## src/rtl/npc_unit.sv

```systemverilog
// Next-PC unit for a MIPS-style single-cycle core.
// Holds the architectural PC and resolves jumps, conditional branches and
// register-indirect transfers. Optional features: a one-instruction delay
// slot, a trap on misaligned JR/JALR targets with EPC capture, a stall hold,
// and a saturating counter of taken transfers.
module npc_unit #(
    parameter logic [31:0] RESET_PC    = 32'h0000_3000,
    parameter logic [31:0] TRAP_VECTOR = 32'h0000_4180,
    parameter bit          DELAY_SLOT  = 1'b0,
    parameter bit          ALIGN_CHECK = 1'b1,
    parameter int          CNT_W       = 16
) (
    input  logic             clk,
    input  logic             rst,
    input  logic             stall,
    input  logic [3:0]       npc_op,
    input  logic [25:0]      target,
    input  logic [31:0]      imm_ext,
    input  logic [31:0]      rs_data,
    input  logic [31:0]      rt_data,
    output logic [31:0]      pc,
    output logic [31:0]      link_addr,
    output logic             taken,
    output logic             trap,
    output logic [31:0]      epc,
    output logic [CNT_W-1:0] taken_cnt
);

    // Control-transfer opcodes; codes 1010..1110 behave like ADD4.
    localparam logic [3:0] OP_J    = 4'b0000;
    localparam logic [3:0] OP_JAL  = 4'b0001;
    localparam logic [3:0] OP_BEQ  = 4'b0010;
    localparam logic [3:0] OP_BNE  = 4'b0011;
    localparam logic [3:0] OP_BGEZ = 4'b0100;
    localparam logic [3:0] OP_BGTZ = 4'b0101;
    localparam logic [3:0] OP_BLEZ = 4'b0110;
    localparam logic [3:0] OP_BLTZ = 4'b0111;
    localparam logic [3:0] OP_JR   = 4'b1000;
    localparam logic [3:0] OP_JALR = 4'b1001;

    typedef enum logic [0:0] {
        ST_RUN  = 1'b0,
        ST_SLOT = 1'b1
    } state_e;

    state_e            state_q, state_d;
    logic [31:0]       pc_q, pc_d;
    logic [31:0]       epc_q, epc_d;
    logic [31:0]       pend_q, pend_d;
    logic [CNT_W-1:0]  cnt_q, cnt_d;
    logic              trap_q, trap_d;

    logic [31:0]       pc4_s;
    logic [31:0]       br_tgt_s;
    logic [31:0]       j_tgt_s;
    logic [31:0]       dest_s;
    logic              cond_s;
    logic              is_jr_s;
    logic              run_s;
    logic              misalign_s;
    logic              rs_zero_s;

    assign pc4_s     = pc_q + 32'd4;
    assign br_tgt_s  = pc4_s + (imm_ext << 2);
    assign j_tgt_s   = {pc4_s[31:28], target, 2'b00};
    assign rs_zero_s = (rs_data == 32'd0);
    assign run_s     = (state_q == ST_RUN);

    // Decode the op into a branch condition and its destination address.
    always_comb begin
        cond_s  = 1'b0;
        dest_s  = pc4_s;
        is_jr_s = 1'b0;
        case (npc_op)
            OP_J, OP_JAL: begin
                cond_s = 1'b1;
                dest_s = j_tgt_s;
            end
            OP_BEQ: begin
                cond_s = (rs_data == rt_data);
                dest_s = br_tgt_s;
            end
            OP_BNE: begin
                cond_s = (rs_data != rt_data);
                dest_s = br_tgt_s;
            end
            OP_BGEZ: begin
                cond_s = ~rs_data[31];
                dest_s = br_tgt_s;
            end
            OP_BGTZ: begin
                cond_s = ~rs_data[31] & ~rs_zero_s;
                dest_s = br_tgt_s;
            end
            OP_BLEZ: begin
                cond_s = rs_data[31] | rs_zero_s;
                dest_s = br_tgt_s;
            end
            OP_BLTZ: begin
                cond_s = rs_data[31];
                dest_s = br_tgt_s;
            end
            OP_JR, OP_JALR: begin
                cond_s  = 1'b1;
                dest_s  = rs_data;
                is_jr_s = 1'b1;
            end
            default: begin
                cond_s  = 1'b0;
                dest_s  = pc4_s;
                is_jr_s = 1'b0;
            end
        endcase
    end

    // An op in the delay slot is ignored, so both taken and the trap check need RUN.
    assign taken      = cond_s & run_s;
    assign misalign_s = ALIGN_CHECK & run_s & is_jr_s & (rs_data[1:0] != 2'b00);
    assign link_addr  = DELAY_SLOT ? (pc_q + 32'd8) : pc4_s;

    // Next-state selection: stall holds everything, the slot drains the pending
    // target, a misaligned target overrides the redirect, else follow the op.
    always_comb begin
        state_d = state_q;
        pc_d    = pc_q;
        epc_d   = epc_q;
        pend_d  = pend_q;
        cnt_d   = cnt_q;
        trap_d  = 1'b0;
        if (stall) begin
            trap_d = 1'b0;
        end else if (state_q == ST_SLOT) begin
            pc_d    = pend_q;
            state_d = ST_RUN;
        end else if (misalign_s) begin
            pc_d   = TRAP_VECTOR;
            epc_d  = pc_q;
            trap_d = 1'b1;
        end else if (taken) begin
            if (&cnt_q) begin
                cnt_d = cnt_q;
            end else begin
                cnt_d = cnt_q + {{(CNT_W-1){1'b0}}, 1'b1};
            end
            if (DELAY_SLOT) begin
                pend_d  = dest_s;
                pc_d    = pc4_s;
                state_d = ST_SLOT;
            end else begin
                pc_d    = dest_s;
                state_d = ST_RUN;
            end
        end else begin
            pc_d = pc4_s;
        end
    end

    // Architectural state, FSM and registered trap pulse.
    always_ff @(posedge clk or posedge rst) begin
        if (rst) begin
            state_q <= ST_RUN;
            pc_q    <= RESET_PC;
            epc_q   <= 32'd0;
            pend_q  <= 32'd0;
            cnt_q   <= {CNT_W{1'b0}};
            trap_q  <= 1'b0;
        end else begin
            state_q <= state_d;
            pc_q    <= pc_d;
            epc_q   <= epc_d;
            pend_q  <= pend_d;
            cnt_q   <= cnt_d;
            trap_q  <= trap_d;
        end
    end

    assign pc        = pc_q;
    assign epc       = epc_q;
    assign taken_cnt = cnt_q;
    assign trap      = trap_q;

endmodule

```

## config.mk

```make
export PLATFORM = sky130hd
export DESIGN_NAME = npc_unit
export DESIGN_NICKNAME = d
export VERILOG_FILES = /design/src/rtl/npc_unit.sv
export SDC_FILE = /design/constraint.sdc
export NUM_CORES = 1
export LEC_CHECK = 0
export CAP_MARGIN = 10
export CORE_MARGIN = 2
export CORE_UTILIZATION = 40
export DETAILED_ROUTE_END_ITERATION = 16
export PLACE_DENSITY = 0.73
export SLEW_MARGIN = 0
export SYNTH_ARGS = -nofsm -noshare
export SYNTH_HDL_FRONTEND = slang
export SYNTH_SLANG_ARGS = --single-unit
export TNS_END_PERCENT = 30
```

## constraint.sdc

```tcl
create_clock -name clk -period 3.4 [get_ports clk]
set_input_delay 0.51 -clock clk [delete_from_list [all_inputs] [get_ports clk]]
set_output_delay 0.51 -clock clk [all_outputs]
set_load 0.02 [all_outputs]
```

Yosys cells after proc, flatten, opt, wreduce, memory -nomap -nowiden:

Index checks and enable logic that the tools add are counted.

* logic and storage cells: 43
* input bits: 129
* output and inout bits: 114
* register bits: 81

* bitwise gates (word level): 8
* add/subtract/negate cells: 3
* reductions and logical operators: 10
* multiplexer cells: 7
* equal/unequal tests: 11

Operator list (number)
* 32-bit one-hot mux with 3 select lines: 1
* 32-bit 2-to-1 mux: 2
* 32-bit by 3-bit adder with 32-bit output (second input constant): 1
* 32-bit adder: 1
* 32-bit == test: 1
* 32-bit logical NOT: 1
* 32-bit != test: 1
* 16-bit by 1-bit adder with 16-bit output (second input constant): 1
* 4-bit by 3-bit == test with 1-bit output (second input constant): 4
* 16-bit AND reduction: 1
* 4-bit by 2-bit == test with 1-bit output (second input constant): 2
* 4-bit == test (second input constant): 2
* 1-bit one-hot mux with 7 select lines: 1
* 6-bit OR reduction: 1
* 1-bit NOT: 5
* 4-bit by 1-bit == test with 1-bit output (second input constant): 1
* 4-bit logical NOT: 1
* 4-bit AND reduction: 1
* 2-bit OR reduction: 2
* 4-bit OR reduction: 1
* 1-bit 2-to-1 mux: 3
* 1-bit AND: 2
* 2-bit AND reduction: 1
* 2-bit nonzero test: 1
* 1-bit bitwise OR: 1

Logic depth before layout (Yosys ltp):

* depth after elaboration: 6
* mapped depth: 18

Worst setup path after synthesis:

No wires, ideal clock.

* path kind: register to register
* start: reg pc_q[4] (netlist: pc[4])
* end: reg pc_q[31] (netlist: pc[31])
* stages on the path, launching flop included: 18
* slack: -0.756 ns
* data required time: 3.273 ns
* arrival: 4.030 ns
* cells stage by stage: dfrtp_1 > buf_2 > and4_1 > nand4_1 > or3_1 > inv_1 > nand3_1 > xnor2_1 > ha_1 > clkbuf_1 > a21o_1 > a211oi_1 > nand2_1 > o21ai_0 > o21ai_0 > a31oi_1 > xnor2_1 > o21ai_1

* cells in the longest elaborated chain, start to end: 5

Ends and longest elaborated chain
* start: declaration: line 47 `logic [31:0] pc_q, pc_d;`
* start signal: assignment: line 169 `pc_q <= pc_d;`
* 32-bit by 3-bit adder with 32-bit output: line 63 `assign pc4_s = pc_q + 32'd4;`
* named net link_addr[24]: line 22 `output logic [31:0] link_addr,`
* 32-bit adder: line 64 `assign br_tgt_s = pc4_s + (imm_ext << 2);`
* 32-bit one-hot mux with 3 select lines: line 74 `case (npc_op)`
* 32-bit 2-to-1 mux: line 139 `end else if (taken) begin`
* 32-bit 2-to-1 mux: line 135 `end else if (misalign_s) begin`

The timed path passes the listed nets, and every way through them passes these cells.
A chain may end at the register's enable or synchronous reset.

Final worst setup path:

* start: reg pc_q[12] (netlist: pc[12])
* end: reg pc_q[25] (netlist: pc[25])

* cells in the longest elaborated chain, start to end: 5

Ends and longest elaborated chain (line)
* 32-bit by 3-bit adder with 32-bit output (*): 63
* 32-bit adder: 64
* 32-bit one-hot mux with 3 select lines: 74
* 32-bit 2-to-1 mux (*): 139
* 32-bit 2-to-1 mux (*): 135

Mark *: on every way between the ends. The rest lies on a longest branch, timed or not.

==> summary.txt <==
outcome: finished, violations left
failing checks: negative setup slack
most common cell after layout, fill and taps aside: clkdlybuf4s50_1
Detailed Routing Iterations Pass 1: 5
WP buf/inv: 2
worst skew pair latency: 0.34 ns
vias in the first global route: 7864
syn nets: 957
Reg2Reg Depth: 17
Slew Limit Headroom: 42.5%
Total GRT Usage: 31.4%
commonest cells after routing, fill and taps aside: 231 x clkdlybuf4s50_1, 177 x buf_4, 78 x nand2_1
first-pass GRT wire length: 43100 µm
Worst path slowest cell: dfstp_2
Ports: 243
synthesis-to-finish area growth: 71.3%
worst hold-check path type: reg2reg
Synth Instances: 791
GPL Wtd Cong: 0.966
Slew Viols, Final: 0
CP delay by family, top: simple AND/OR/NAND/NOR gates
Crit path arrival time: 3.81 ns
Reg-to-Reg Start: pc[12]$_DFFE_PP1N_
hold depth: 1
Tightest Pin Transition: 0.859 ns
Peak VDD IR: 412 µV
mapped cell area: 6700 µm²
H-tree Lvls: 3
Root Buffer: clkbuf_16
CTS sink count: 81
Iter 0 DRT Violations: 782
largest net degree at the start of global routing: 44
dpl cells: 1375
PortBufs: 240
CP cell instances: and4_4 > nand3_4 > or3_4 > inv_4 > nand2_4 > xnor2_4 > ha_4 > nand4_1 > nor2_2 > o2111ai_1 > a31oi_1 > buf_4 > nand2b_4 > a31oi_4 > xnor2_2 > o221a_2 > o22ai_1
Worst-path clk slew: 0.07 ns
LEAKAGE: 5.02 nW
row count: 47
Final period util: 104%
n_diodes: 0
CP Data Required Time: 3.66 ns
post-DR vias/cell: 5.70
TritonCTS clock tree: built
core area: 16500 µm²
Max Buffers Root-to-Sink: 2
Synth cell types: 65
Die H: 133 µm
DR WL/cell: 20.4 µm
final worst setup slack: -0.149 ns
worst slack at placement: -0.262 ns
sequential share of the synthesized area: 30.3%
internal reg-to-reg setup slack: -0.15 ns
worst-path fanout max: 4
synthesized area per cell: 8.47 µm²
max_cap viols: 0
crit-path max cell delay: 0.54 ns
final-report hold violation count: 0
final non-filler cell total: 1408
synthesized flop and latch total: 81
clk_skew: 0.00803 ns
EDFF count, synth: 0
top_reg_cell synth: dfrtp_1
share of cells above drive strength 1: 27.4%
DRC Markers: 0
pwr/cell area: 578 nW/µm²
hold wc startpoint: taken_cnt[13]$_DFFE_PP0P_
Initial Util: 40.7%
crit path from: pc[12]$_DFFE_PP1N_
total congestion overflow: 0
RSZ-0062 raised after global routing: yes
DP HPWL: 22500 µm
initial antenna violation count: 0
Vias: 8027
CP Depth: 17
ys async rst share: 100%
CTS Buf Count: 9
CTS Hold Bufs: 0
Die Area: 17800 µm²
Finish-stage setup viols: 4
Warnings, synthesis: 0
Nets: 1349
Critical Path Sink Type: flop
WL final: 28700 µm
Final Critical Period: 3.55 ns
Fmax: 282 MHz
Critical Path Start Type: flop
Die X: 133 µm
remaining antenna violation count: 0
Crit Path Class: reg2reg
[routing by layer]
| layer | up-vias | track usage [%] | part of all wire, % |
|---|---|---|---|
| li1 | 3676 | - | - |
| met3 | 93 | 7.50 | 8.6 |
| met2 | 438 | 54.6 | 50 |
| met5 | - | 0 | 0 |
| met1 | 3820 | 36.5 | 37 |
| met4 | 0 | 14.8 | 5.0 |
[synth_stat cells (4+ instances only)]
library cell,count,share of area [%]
nand2_1,80,4.5
dfrtp_1,79,30
a21oi_1,71,5.3
nor2_1,52,2.9
xor2_1,51,6.7
o21ai_0,48,3.6
xnor2_1,45,5.9
ha_1,36,6.7
mux2_2,35,5.9
nand3_1,27,2.0
clkbuf_1,26,1.5
inv_1,19,1.1
nor4_1,19,1.8
a31oi_1,16,1.5
nand4_1,16,1.5
and3_1,15,1.4
a21o_1,12,1.3
a211oi_1,10,1.1
buf_2,10,0.75
mux2i_1,10,1.5
nor3_1,10,0.75
or3_1,8,0.75
nand2b_1,6,0.56
o211ai_1,6,0.67
nor2b_1,5,0.47
o21a_1,5,0.56
o21bai_1,5,0.56
o221ai_1,5,0.65
a21boi_0,4,0.45
[worst paths after layout]
path                                             endpoint
worst max register to register         pc[25]$_DFFE_PP0N_
worst min register to register  taken_cnt[13]$_DFFE_PP0P_
worst min-delay path            taken_cnt[13]$_DFFE_PP0P_
min in group asynchronous                  trap$_DFF_PP0_
max in group asynchronous             epc[27]$_DFFE_PP0P_
worst max-delay path                   pc[25]$_DFFE_PP0N_
[metrics by stage]
step | power, W | hold slack [ns] | cell area (µm²) | setup TNS [ns] | util [%]
2_1_floorplan | 0.00339 | 0.589 | 6940 | -0.500 | -
3_3_place_gp | 0.00523 | 0.473 | 10600 | -2.09 | 64.7
3_5_place_dp | 0.00527 | 0.477 | 10600 | -4.14 | 64.7
4_1_cts | 0.00637 | 0.488 | 11000 | -0.161 | 67.1
5_1_grt | 0.00695 | 0.516 | 11500 | -1.68 | 69.7
6_report | 0.00663 | 0.481 | 11500 | -0.436 | 69.7
[what timing repair did]
| action | 4_1_cts | 5_1_grt |
|---|---|---|
| cloned | 0 | 0 |
| pin swaps | 9 | 41 |
| buffers inserted | 3 | 15 |
| gates resized for setup | 20 | 69 |
| endpoints found under the setup margin | 17 | 26 |
[cell families after synthesis]
logic type | synth area share, %
AND/OR/NAND/NOR | 18.8
AO/OA/AOI/OAI | 20.1
XOR/XNOR | 12.6
flip-flops | 30.3
buffers and inverters | 3.77
multiplexers | 7.38
adder cells (fa/ha/maj) | 7.02
[worst reg2reg max path: cells and delay by family (launching register included)]
family | cells | cell delay, ns
simple gates | 7 | 1.31
compound gates | 5 | 0.79
flops | 1 | 0.54
xor+xnor | 2 | 0.33
fa+ha+maj | 1 | 0.28
buf+inv | 2 | 0.23
[power breakdown]
| group | total (W) | internal [W] | switching (W) | leakage, nW |
|---|---|---|---|---|
| logic | 0.00413 | 0.00205 | 0.00208 | 3.84 |
| registers | 0.00146 | 0.00122 | 0.000234 | 1.03 |
| clock network | 0.00104 | 0.000600 | 0.000437 | 0.151 |
[registers in the layout, summed over array words and instances, names as in the netlist]
signal,flops
epc,32
trap,1
pc,32
taken_cnt,16
[cell type report]
cell class	count	area, µm²
Multi-Input combinational cell	650	4980
Inverter	20	78.8
Clock buffer	10	239
Timing Repair Buffer	421	3790
Fill cell	1316	4990
Sequential cell	81	2040
Clock inverter	6	75.1
Tap cell	220	275
Note: power is estimated with default switching activity, not from simulation.
